**src/rtl/fir_pkg.sv**
```systemverilog
// ============================================================================
// Module : fir_pkg
// Brief  : Shared constants, sink FSM state type and clog2 helper for the FIR graph.
// Rev    : 1.0 - initial release
// ============================================================================
`default_nettype none

package fir_pkg;

    localparam int FIR_N = 16;

    typedef enum logic [0:0] {
        SINK_COLLECT = 1'b0,
        SINK_DONE    = 1'b1
    } sink_state_t;

    function automatic int clog2(input int value);
        int result;
        result = 0;
        while ((1 << result) < value) begin
            result = result + 1;
        end
        return result;
    endfunction

endpackage

`default_nettype wire

```
**src/rtl/fir_sink_fifo.sv**
```systemverilog
// ============================================================================
// Module : fir_sink_fifo
// Brief  : Synchronous FIFO; a push into a full FIFO is accepted when a pop frees a slot.
// Rev    : 1.0 - initial release
// ============================================================================
`default_nettype none

module fir_sink_fifo
    import fir_pkg::*;
#(
    parameter int N     = FIR_N,
    parameter int DEPTH = 16
) (
    input  logic                   clk,
    input  logic                   rst,
    input  logic                   clr,
    input  logic                   push,
    input  logic                   pop,
    input  logic [N-1:0]           din,
    output logic                   push_ok,
    output logic                   pop_ok,
    output logic [N-1:0]           dout,
    output logic [clog2(DEPTH):0]  level
);

    localparam int AW = clog2(DEPTH);
    localparam int LW = AW + 1;

    logic [N-1:0]  mem [DEPTH];
    logic [AW-1:0] wr_ptr;
    logic [AW-1:0] rd_ptr;
    logic          full;
    logic          not_empty;

    assign full      = (level == LW'(DEPTH));
    assign not_empty = (level != '0);

    // Pop is judged on the current level, so an empty FIFO never bypasses a write.
    assign pop_ok  = pop & ~clr & not_empty;
    assign push_ok = push & ~clr & (~full | pop_ok);
    assign dout    = mem[rd_ptr];

    always_ff @(posedge clk or posedge rst) begin
        if (rst) begin
            wr_ptr <= '0;
            rd_ptr <= '0;
            level  <= '0;
        end else if (clr) begin
            wr_ptr <= '0;
            rd_ptr <= '0;
            level  <= '0;
        end else begin
            if (push_ok) begin
                wr_ptr <= wr_ptr + AW'(1);
            end
            if (pop_ok) begin
                rd_ptr <= rd_ptr + AW'(1);
            end
            if (push_ok && !pop_ok) begin
                level <= level + LW'(1);
            end else if (!push_ok && pop_ok) begin
                level <= level - LW'(1);
            end
        end
    end

    always_ff @(posedge clk) begin
        if (push_ok) begin
            mem[wr_ptr] <= din;
        end
    end

endmodule

`default_nettype wire

```
**src/rtl/fir_result_sink.sv**
```systemverilog
// ============================================================================
// Module : fir_result_sink
// Brief  : Captures FIR result tokens into a FIFO, counts a frame, serves host pops.
// Rev    : 1.0 - initial release
// ============================================================================
`default_nettype none

module fir_result_sink
    import fir_pkg::*;
#(
    parameter int N        = FIR_N,
    parameter int DEPTH    = 16,
    parameter int EXPECTED = 64
) (
    input  logic                   clk,
    input  logic                   rst,
    input  logic                   en,
    input  logic                   clr,
    input  logic                   r_in,
    input  logic [N-1:0]           d_in,
    input  logic                   rd_req,
    output logic                   rd_valid,
    output logic [N-1:0]           rd_data,
    output logic [clog2(DEPTH):0]  level,
    output logic [15:0]            count,
    output logic                   done,
    output logic                   ovf
);

    sink_state_t state;
    sink_state_t state_next;
    logic        token;
    logic        push_ok;
    logic        pop_ok;
    logic        count_hit;
    logic [N-1:0] fifo_dout;

    assign token     = en & r_in & (state == SINK_COLLECT);
    assign count_hit = ((count + 16'd1) == 16'(EXPECTED));
    assign done      = (state == SINK_DONE);

    fir_sink_fifo #(
        .N     (N),
        .DEPTH (DEPTH)
    ) u_fifo (
        .clk     (clk),
        .rst     (rst),
        .clr     (clr),
        .push    (token),
        .pop     (rd_req),
        .din     (d_in),
        .push_ok (push_ok),
        .pop_ok  (pop_ok),
        .dout    (fifo_dout),
        .level   (level)
    );

    always_comb begin
        state_next = state;
        if (clr) begin
            state_next = SINK_COLLECT;
        end else if ((state == SINK_COLLECT) && push_ok && count_hit) begin
            state_next = SINK_DONE;
        end
    end

    always_ff @(posedge clk or posedge rst) begin
        if (rst) begin
            state    <= SINK_COLLECT;
            rd_valid <= 1'b0;
            rd_data  <= '0;
            count    <= '0;
            ovf      <= 1'b0;
        end else begin
            state <= state_next;
            if (clr) begin
                rd_valid <= 1'b0;
                count    <= '0;
                ovf      <= 1'b0;
            end else begin
                rd_valid <= pop_ok;
                if (pop_ok) begin
                    rd_data <= fifo_dout;
                end
                if (push_ok) begin
                    count <= count + 16'd1;
                end
                // A collected token is only ever refused when the FIFO is full.
                if (token && !push_ok) begin
                    ovf <= 1'b1;
                end
            end
        end
    end

endmodule

`default_nettype wire

```
**config.mk**
```make
export PLATFORM = sky130hd
export DESIGN_NAME = fir_result_sink
export DESIGN_NICKNAME = d
export VERILOG_FILES = /design/src/rtl/fir_pkg.sv /design/src/rtl/fir_sink_fifo.sv /design/src/rtl/fir_result_sink.sv
export SDC_FILE = /design/constraint.sdc
export NUM_CORES = 1
export LEC_CHECK = 0
export ABC_CLOCK_PERIOD_IN_PS = 6750
export CAP_MARGIN = 20
export CORE_ASPECT_RATIO = 1.75
export CORE_UTILIZATION = 60
export CTS_BUF_LIST = sky130_fd_sc_hd__clkbuf_16
export DETAILED_ROUTE_END_ITERATION = 10
export PLACE_DENSITY = 0.87
export SKIP_LAST_GASP = 1
export SLEW_MARGIN = 20
export SYNTH_ARGS = -nofsm -noshare
export SYNTH_HDL_FRONTEND = slang
export SYNTH_SLANG_ARGS = --single-unit
```
**constraint.sdc**
```tcl
create_clock -name clk -period 6.75 [get_ports clk]
set_clock_uncertainty 0.1 [all_clocks]
set_input_delay 1.35 -clock clk [delete_from_list [all_inputs] [get_ports clk]]
set_output_delay 1.35 -clock clk [all_outputs]
set_load 0.005 [all_outputs]
```
==> results of run 1 <==
registers in the layout, summed over array words and instances, names as in the netlist:
name           count
rd_valid           1
u_fifo.wr_ptr      4
u_fifo.mem       256
ovf                1
count             16
u_fifo.level       5
u_fifo.rd_ptr      4
done               1
rd_data           16
cell usage after synthesis (all sizes together) (3+ instances only):
master | count | share of area [%]
and2 | 14 | 0.71
nand2 | 75 | 2.3
inv | 6 | 0.18
nand3b | 3 | 0.18
edfxtp | 256 | 62
ha | 10 | 1.0
o31ai | 5 | 0.35
clkbuf | 8 | 0.24
nor3 | 3 | 0.12
mux2 | 4 | 0.37
a31oi | 5 | 0.31
nor2 | 20 | 0.63
nand3 | 8 | 0.37
o21ai | 31 | 1.3
xnor2 | 4 | 0.28
and3 | 6 | 0.31
a21oi | 5 | 0.20
nor4 | 3 | 0.25
xor2 | 7 | 0.50
nand4 | 7 | 0.36
dfrtp | 48 | 9.8
buf | 23 | 1.3
mux4 | 80 | 15
worst max-delay path, delay by kind of cell:
kind / cells / cell delay [ns]
simple gates: 2 / 0.65
compound gates: 6 / 1.12
buf+inv: 2 / 1.06
fa+ha+maj: 1 / 0.45
metal layers:
metal / GRT usage [%] / vias to the layer above / part of all wire [%] / wire length [um]
met2: 44.9 / 284 / 55 / 14100
met1: 34.7 / 3376 / 38 / 9680
li1: - / 2723 / - / -
met3: 3.27 / 44 / 5.6 / 1440
met4: 7.29 / 0 / 2.2 / 568
met5: 0 / - / 0 / 0
through the flow:
stage	util [%]	cells	worst slack (ns)	instance area (um2)	total power [uW]
after detailed placement	64.7	938	1.96	13100	2940
after global routing	68.9	982	2.18	13900	4570
final	68.9	982	2.38	13900	4420
after CTS	68.9	982	2.44	13900	4440
after global placement	64.7	938	2.04	13100	2920
after floorplan	-	655	3.03	12300	2690
placed cells by master (no fill, tap or decap), drive strengths merged, types with 2 or more instances in the layout:
cell type and count:
and4 2, nor4 3, edfxtp 256, nand3 8, and2 14, dfrtp 48, xor2 7, clkinv 12
nor2b 2, nand2b 2, nor2 20, o31ai 5, or4 2, xnor2 4, clkbuf 25, a2111oi 2
nand3b 3, a31oi 5, mux2 4, nand2 75, inv 6, buf 5, mux4 80, a21o 2
and3 6, clkinvlp 2, o21ai 31, clkdlybuf4s50 61, or3 2, ha 10, a21oi 5, nand4 7
bufinv 5, nor3 3
power by group through the flow:
stage	Sequential (uW)	Clock, uW	Combinational (uW)
after floorplan	2200	0	484
after global placement	2230	0	686
after detailed placement	2240	0	709
after CTS	2200	1520	723
after global routing	2210	1590	777
final	2200	1500	714
cells by family (layout without fill, tap and decap cells):
logic type,Yosys count,in the layout,share of synthesized area (%)
flip-flops,304,304,72.3
AND/OR/NAND/NOR,152,152,6.08
multiplexers,84,84,15.1
AO/OA/AOI/OAI,56,56,2.88
buffers and inverters,37,116,1.75
adder cells (fa/ha/maj),11,11,1.18
XOR/XNOR,11,11,0.783
cell type report:
type | instances | area (um2)
Inverter | 6 | 23.8
Tap cell | 248 | 310
Clock buffer | 25 | 626
Fill cell | 1274 | 6280
Sequential cell | 304 | 8890
Timing Repair Buffer | 66 | 648
Clock inverter | 19 | 218
Multi-Input combinational cell | 314 | 3200
path summary, 6_finish.rpt:
| path | endpoint | startpoint | slack, ns |
|---|---|---|---|
| max | u_fifo.level[4] | clr | 2.38 |
| min | rd_data[5] | rd_data[5] | 0.38 |
| max reg2reg | u_fifo.level[4] | u_fifo.level[0] | 3.35 |
| min reg2reg | rd_data[5] | rd_data[5] | 0.38 |
| max in group asynchronous | u_fifo.rd_ptr[0] | rst | 4.74 |
| min in group asynchronous | u_fifo.level[0] | rst | 1.21 |
==> results.yml, run 1 <==
run_status:
  outcome: "finished, final reports clean"
clock_network:
  cts_setup_buffers: 0
  htree_num_levels: 1
  cts_root_buffer: "clkbuf_16"
  tritoncts: "yes"
  worstSkewPairLatency_ns: 0.52
  cts-buffers-inserted: 25
  clkTransAtPathRegs_ns: 0.07
  cts_hold_buf: 0
  cts_resized: 0
  max-clock-path-buffers: 3
  cts_sinks: 304
logic_synthesis:
  synthArstFlopShare_pct: 15.8
  synth_seq_cells: 304
  synth_area_per_cell_um2: 18.8
  syn_area_mm2: 0.0123
  synthCells: 655
  yosysWarnings: 0
  ys_types: 56
  seq_area_frac_synth_pct: 72.3
  synth-main-ff-cell: "edfxtp_1"
  synth_fp_nets: 688
  synth-edff-count: 256
finish:
  layout.nets: 750
  antennaDiodeCount: 0
  area_delta_synth_final_pct: 13.1
  drive_gt1_share_pct: 18.5
detailed_routing:
  route.detailed.drc: 0
  drtIter0Drc: 682
  post_drt_wl_per_cell_um: 26.3
  routed_wl_um: 25800
  detail-route-antenna-nets: 0
  via_per_inst: 6.54
  drt_first_pass_iters: 8
  via_count: 6427
pwr:
  pwr-share-seq_pct: 49.8
  p_leak_uw: 0.00459
  p_sw_uw: 1050
  p_comb_share_pct: 16.2
  power-per-cell-area_mw_per_mm2: 317
  ir_drop_v: 0.000243
  p_clk_share_pct: 34.0
  p_int_uw: 3370
  netSwitchingFraction_pct: 23.7
sta:
  max_freq_ghz: 0.229
  drv_slew: 0
  worst_hold_slack_ns: 0.379
  timing.final.setup_violations: 0
  min_period_over_period_pct: 64.7
  rsz0062_at_grt: "no"
  slew_headroom_pct: 35.5
  fin_tns_setup_ns: 0
  tightest_slew_ns: 0.968
  period_needed_ns: 4.37
  hold_violations: 0
critical_path:
  worstPathMaxFanout: 21
  worst_path_largest_cell_delay_ns: 0.80
  start_kind: "input pin"
  crit_path_end_kind: "flop"
  critPathRequiredTime_ns: 7.02
  crit_type: "in2reg"
  cp_slowest_cell: "clkdlybuf4s50_1"
  crit_chain: "clkdlybuf4s50_1, nand4bb_1, a31oi_2, buf_4, nand2_1, fa_1, a21o_1, a211oi_1, a221oi_1, a31oi_1, a21oi_1"
  arrival_ns: 4.64
  rr_worst_depth: 10
placed_design:
  io_buffers: 61
  place_congestion: 0.900
  dp_hpwl_um: 15800
min_path:
  hold_depth: 2
  min_path_type: "reg2reg"
floorplan:
  start_util_pct: 60.9
  core_area_mm2: 0.0202
  pin_count: 62
  row_count: 69
  die_w_um: 110
  dieArea_mm2: 0.0211
  die_h_um: 191
global_route:
  antenna_found_initial: 0
  grtUsageTotal_pct: 26.0
  gr-total-overflow: 0
  grt_max_degree: 68
  grt_pass1_vias: 6580
  grt_pass1_wl_um: 39600
run:
  cap_viol_max_count: 0
(Power assumes the default switching activity.)
==> run 2: changes to the inputs <==
Settings changed: ABC_CLOCK_PERIOD_IN_PS 6750 to 4400.
Clock period 6.75 ns to 4.4 ns, I/O delays scaled along.
==> run 2 against run 1 <==
Effect of this change: critical path depth decreased by 1; critical endpoint unchanged; design area increased by 0.89%; global-route usage increased by 0.71 points; clock power increased by 47%; core utilization increased by 0.61 points; die area unchanged; largest cell class unchanged.
==> results.yml, run 2 (same netlist as run 1, synthesis figures left out) <==
placed_design:
  postPlaceCellArea_mm2: 0.0132
  io_buffers: 61
  dp.cells: 956
  dp_hpwl_um: 16100
  place_congestion: 0.848
detailed_routing:
  route.detailed.drc: 0
  post_drt_wl_per_cell_um: 26.4
  drt_first_pass_iters: 5
  via_per_inst: 6.50
  routed_wl_um: 26500
  drtIter0Drc: 773
  via_count: 6527
  detail-route-antenna-nets: 0
clock_network:
  cts-buffers-inserted: 26
  clkTransAtPathRegs_ns: 0.07
  cts_resized: 0
  cts_sinks: 304
  cts_setup_buffers: 0
  max-clock-path-buffers: 3
  worstSkewPairLatency_ns: 0.53
  cts_root_buffer: "clkbuf_16"
  htree_num_levels: 1
  tritoncts: "yes"
  cts_hold_buf: 0
critical_path:
  arrival_ns: 3.73
  start_kind: "input pin"
  worstPathMaxFanout: 8
  crit_type: "in2reg"
  critPathRequiredTime_ns: 4.74
  crit_path_end_kind: "flop"
global_route:
  busiest_layer: "met2"
  grt_max_degree: 36
  gr-usage-met1_pct: 32.7
  grtUsageTotal_pct: 26.7
  met2_usage_pct: 46.9
  grt_pass1_wl_um: 39800
  gr-total-overflow: 0
  grt_pass1_vias: 6784
  met3_usage_pct: 4.19
  antenna_found_initial: 0
sta:
  timing.final.setup_violations: 0
  fin_tns_setup_ns: 0
  slew_headroom_pct: 27.0
  drv_slew: 0
  max_freq_ghz: 0.295
  min_period_over_period_pct: 77.0
  period_needed_ns: 3.39
  hold_violations: 0
  rsz0062_at_grt: "no"
  worst_hold_slack_ns: 0.382
  tightest_slew_ns: 1.09
finish:
  antennaDiodeCount: 0
  layout.nets: 769
  largest_reg_flops: 256
  largestRegisters: "u_fifo.mem: 256 flops, count: 16 flops, rd_data: 16 flops"
  final_cell_mix: "edfxtp_1 (256), mux4_2 (78), nand2_1 (75)"
  final_common_cell: "edfxtp_1"
  fin_cells: 1004
  area_delta_synth_final_pct: 14.1
  final_util_pct: 69.5
  drive_gt1_share_pct: 20.1
  final_cell_area_mm2: 0.0140
  largest-register: "u_fifo.mem"
floorplan:
  dieArea_mm2: 0.0211
  core_area_mm2: 0.0202
  die_h_um: 191
  die_w_um: 110
  start_util_pct: 60.9
  pin_count: 62
  row_count: 69
run:
  cap_viol_max_count: 0
run_status:
  outcome: "finished, final reports clean"
pwr:
  p_leak_uw: 0.00470
  power-per-cell-area_mw_per_mm2: 474
  ir_drop_v: 0.000390
min_path:
  min_path_type: "reg2reg"
[run 2: cell count changes in the layout (fill, tap and decap cells not counted)]
cell,change
bufinv_16,-3
dfrtp_2,-1
clkinv_1,+1
dfrtp_1,+1
clkbuf_16,+2
inv_2,+1
buf_4,+17
buf_12,+1
inv_1,+4
clkinvlp_2,-1
[run 2: path summary, 6_finish.rpt]
check,from,to,slack (ns),cells after the start
worst max-delay path,clr,u_fifo.level[4],1.01,10
worst min-delay path,rd_data[15],rd_data[15],0.38,2
worst max register to register,u_fifo.level[0],u_fifo.level[4],1.29,9
worst min register to register,rd_data[15],rd_data[15],0.38,2
max in group asynchronous,rst,rd_data[8],2.76,3
min in group asynchronous,rst,count[13],0.72,2
[run 2: report_power, final]
part | internal, uW | switching, uW
Clock | 1230 | 978
Sequential | 3240 | 161
Combinational | 614 | 443
Total | 5080 | 1580
[run 2: cell type report]
class | count | area, um2
flip-flops and latches | 304 | 8890
fillers | 1216 | 6160
multi-input cells | 314 | 3200
repair buffers | 84 | 796
clock buffers | 27 | 676
well taps | 248 | 310
clock inverters | 21 | 146
inverters | 6 | 22.5
[run 2: worst max-delay path, cell delays in order]
cell	delay, ns
clkdlybuf4s50_1	0.52
nand4bb_1	0.31
a31oi_2	0.27
nand2_1	0.23
fa_1	0.45
a21o_1	0.21
a211oi_1	0.36
a32o_1	0.26
nand2_1	0.07
a21oi_1	0.15
[run 2: layer usage]
metal | vias up | share of wire [%]
met5 | - | 0
met3 | 63 | 7.0
met2 | 323 | 55
met4 | 0 | 3.4
met1 | 3370 | 35
li1 | 2771 | -
[run 2: metrics by stage]
stage               total power [uW]  setup slack (ns)
global route                    6890             0.851
global placement                4470             0.729
finish                          6660              1.01
detailed placement              4510             0.621
CTS                             6710              1.05
floorplan                       4120              1.15
==> run 3: changes to the inputs <==
Settings changed: ABC_CLOCK_PERIOD_IN_PS 4400 to 3500.
Clock period 4.4 ns to 3.5 ns, I/O delays scaled along.
==> run 3 against run 2 <==
Effect of this change: die area is the same; core utilization grew 0.25 points; register-to-register slack worse by 0.87 ns; largest power group unchanged; critical path type is now reg2reg; flip-flop and latch count unchanged; worst setup slack lost 0.59 ns; via count rose by 4.2%; highest routed layer unchanged; first-iteration DRC count fell by 8.5%; critical path depth decreased by 1.
==> results.yml, run 3 (same netlist as run 1, synthesis figures left out) <==
run_status:
  outcome: "finished, final reports clean"
sta:
  min_period_over_period_pct: 87.9
  rsz0062_at_grt: "no"
  tightest_slew_ns: 1.16
  period_needed_ns: 3.08
  worst_hold_slack_ns: 0.378
  hold_violations: 0
  timing.final.setup_violations: 0
  max_freq_ghz: 0.325
  fin_tns_setup_ns: 0
  drv_slew: 0
  slew_headroom_pct: 22.7
placed_design:
  dp_hpwl_um: 16500
  place_congestion: 0.844
  io_buffers: 61
  dp.cells: 964
min_path:
  hold_end: "rd_data[5]"
  min_path_type: "reg2reg"
  hold_depth: 2
  min_from: "rd_data[5]"
critical_path:
  crit_chain: "or4_4, o21ai_2, nand2_1, fa_1, a21o_1, a211oi_1, a221oi_1, a31oi_1, a21oi_1"
  arrival_ns: 3.40
  start_kind: "flop"
  rrSetupSlack_ns: 0.42
  rr_worst_depth: 9
  crit_type: "reg2reg"
  critPathRequiredTime_ns: 3.82
  crit_path_end_kind: "flop"
  r2r_end: "u_fifo.level[4]"
  cp_slowest_cell: "or4_4"
  worst_path_largest_cell_delay_ns: 0.61
  worstPathMaxFanout: 7
  r2r_start: "u_fifo.level[0]"
detailed_routing:
  post_drt_wl_per_cell_um: 27.4
  via_per_inst: 6.73
  route.detailed.drc: 0
  via_count: 6798
  detail-route-antenna-nets: 0
  drtIter0Drc: 707
  routed_wl_um: 27700
  drt_first_pass_iters: 5
pwr:
  p_comb_share_pct: 16.8
  netSwitchingFraction_pct: 24.0
  p_clk_share_pct: 32.8
  power-per-cell-area_mw_per_mm2: 595
  pwr-share-seq_pct: 50.4
  ir_drop_v: 0.000499
  p_sw_uw: 2010
  p_leak_uw: 0.00473
  p_int_uw: 6380
clock_network:
  cts_hold_buf: 0
  max-clock-path-buffers: 3
  htree_num_levels: 1
  cts_resized: 0
  clkTransAtPathRegs_ns: 0.07
  cts_sinks: 304
  cts-buffers-inserted: 25
  tritoncts: "yes"
  worstSkewPairLatency_ns: 0.54
  cts_setup_buffers: 0
  cts_root_buffer: "clkbuf_16"
global_route:
  antenna_found_initial: 0
  grtUsageTotal_pct: 27.5
  grt_max_degree: 68
  grt_pass1_vias: 6967
  grt_pass1_wl_um: 40900
  gr-total-overflow: 0
run:
  cap_viol_max_count: 0
floorplan:
  start_util_pct: 60.9
  core_area_mm2: 0.0202
  dieArea_mm2: 0.0211
  pin_count: 62
  row_count: 69
  die_h_um: 191
  die_w_um: 110
finish:
  largest-register: "u_fifo.mem"
  drive_gt1_share_pct: 20.9
  final_cell_mix: "edfxtp_1 (256), mux4_2 (78), nand2_1 (75)"
  fin_cells: 1010
  largestRegisters: "u_fifo.mem: 256 flops, count: 16 flops, rd_data: 16 flops"
  final_common_cell: "edfxtp_1"
  largest_reg_flops: 256
  area_delta_synth_final_pct: 14.6
  antennaDiodeCount: 0
  layout.nets: 776
==> run 3: changes by cell type in the layout (fill, tap and decap cells not counted), sizes merged <==
cell	before	now
clkinvlp	1	2
clkinv	13	9
clkbuf	27	25
inv	11	13
bufinv	2	3
buf	23	31
==> run 3: layout make-up <==
type	instances	area [um2]
Clock buffer	25	626
Sequential cell	304	8890
Multi-Input combinational cell	314	3200
Tap cell	248	310
Timing Repair Buffer	92	868
Clock inverter	21	175
Fill cell	1202	6110
Inverter	6	22.5
==> run 3: routing by layer <==
layer  track usage [%]  wire length [um]
met1              33.5              9480
met4              15.6              1530
met2              46.5             14600
met5                 0                 0
met3              4.06              2050
==> run 3: worst max path at each step <==
stage               startpoint               to  slack [ns]  depth (start not counted)
6_report       u_fifo.level[0]  u_fifo.level[4]        0.42                          9
5_1_grt        u_fifo.level[0]  u_fifo.level[4]        0.30                          9
4_1_cts        u_fifo.level[0]  u_fifo.level[4]        0.47                          9
3_5_place_dp               clr  u_fifo.level[4]        0.02                         10
3_3_place_gp               clr  u_fifo.level[4]        0.19                         10
2_1_floorplan              clr  u_fifo.level[4]        0.43                         10
==> run 3: metrics by stage <==
| stage | worst slack, ns | total power (uW) | util, % | area [um2] |
|---|---|---|---|---|
| CTS | 0.466 | 8440 | 69.8 | 14100 |
| detailed placement | 0.0189 | 5700 | 65.8 | 13300 |
| global route | 0.298 | 8680 | 69.8 | 14100 |
| global placement | 0.187 | 5640 | 65.8 | 13300 |
| finish | 0.423 | 8390 | 69.8 | 14100 |
| floorplan | 0.433 | 5180 | - | 12300 |
==> run 3: power groups by stage <==
stage / Combinational, uW / Clock (uW) / Sequential (uW)
finish: 1410 / 2760 / 4230
global route: 1510 / 2920 / 4250
CTS: 1420 / 2790 / 4230
detailed placement: 1400 / 0 / 4300
global placement: 1360 / 0 / 4290
floorplan: 934 / 0 / 4250
==> run 3: worst max-delay path: cells and delay by family, from the launching register on <==
kind            cells  cell delay [ns]
flops               1             0.47
fa+ha+maj           1             0.47
compound gates      6             1.10
simple gates        2             0.81
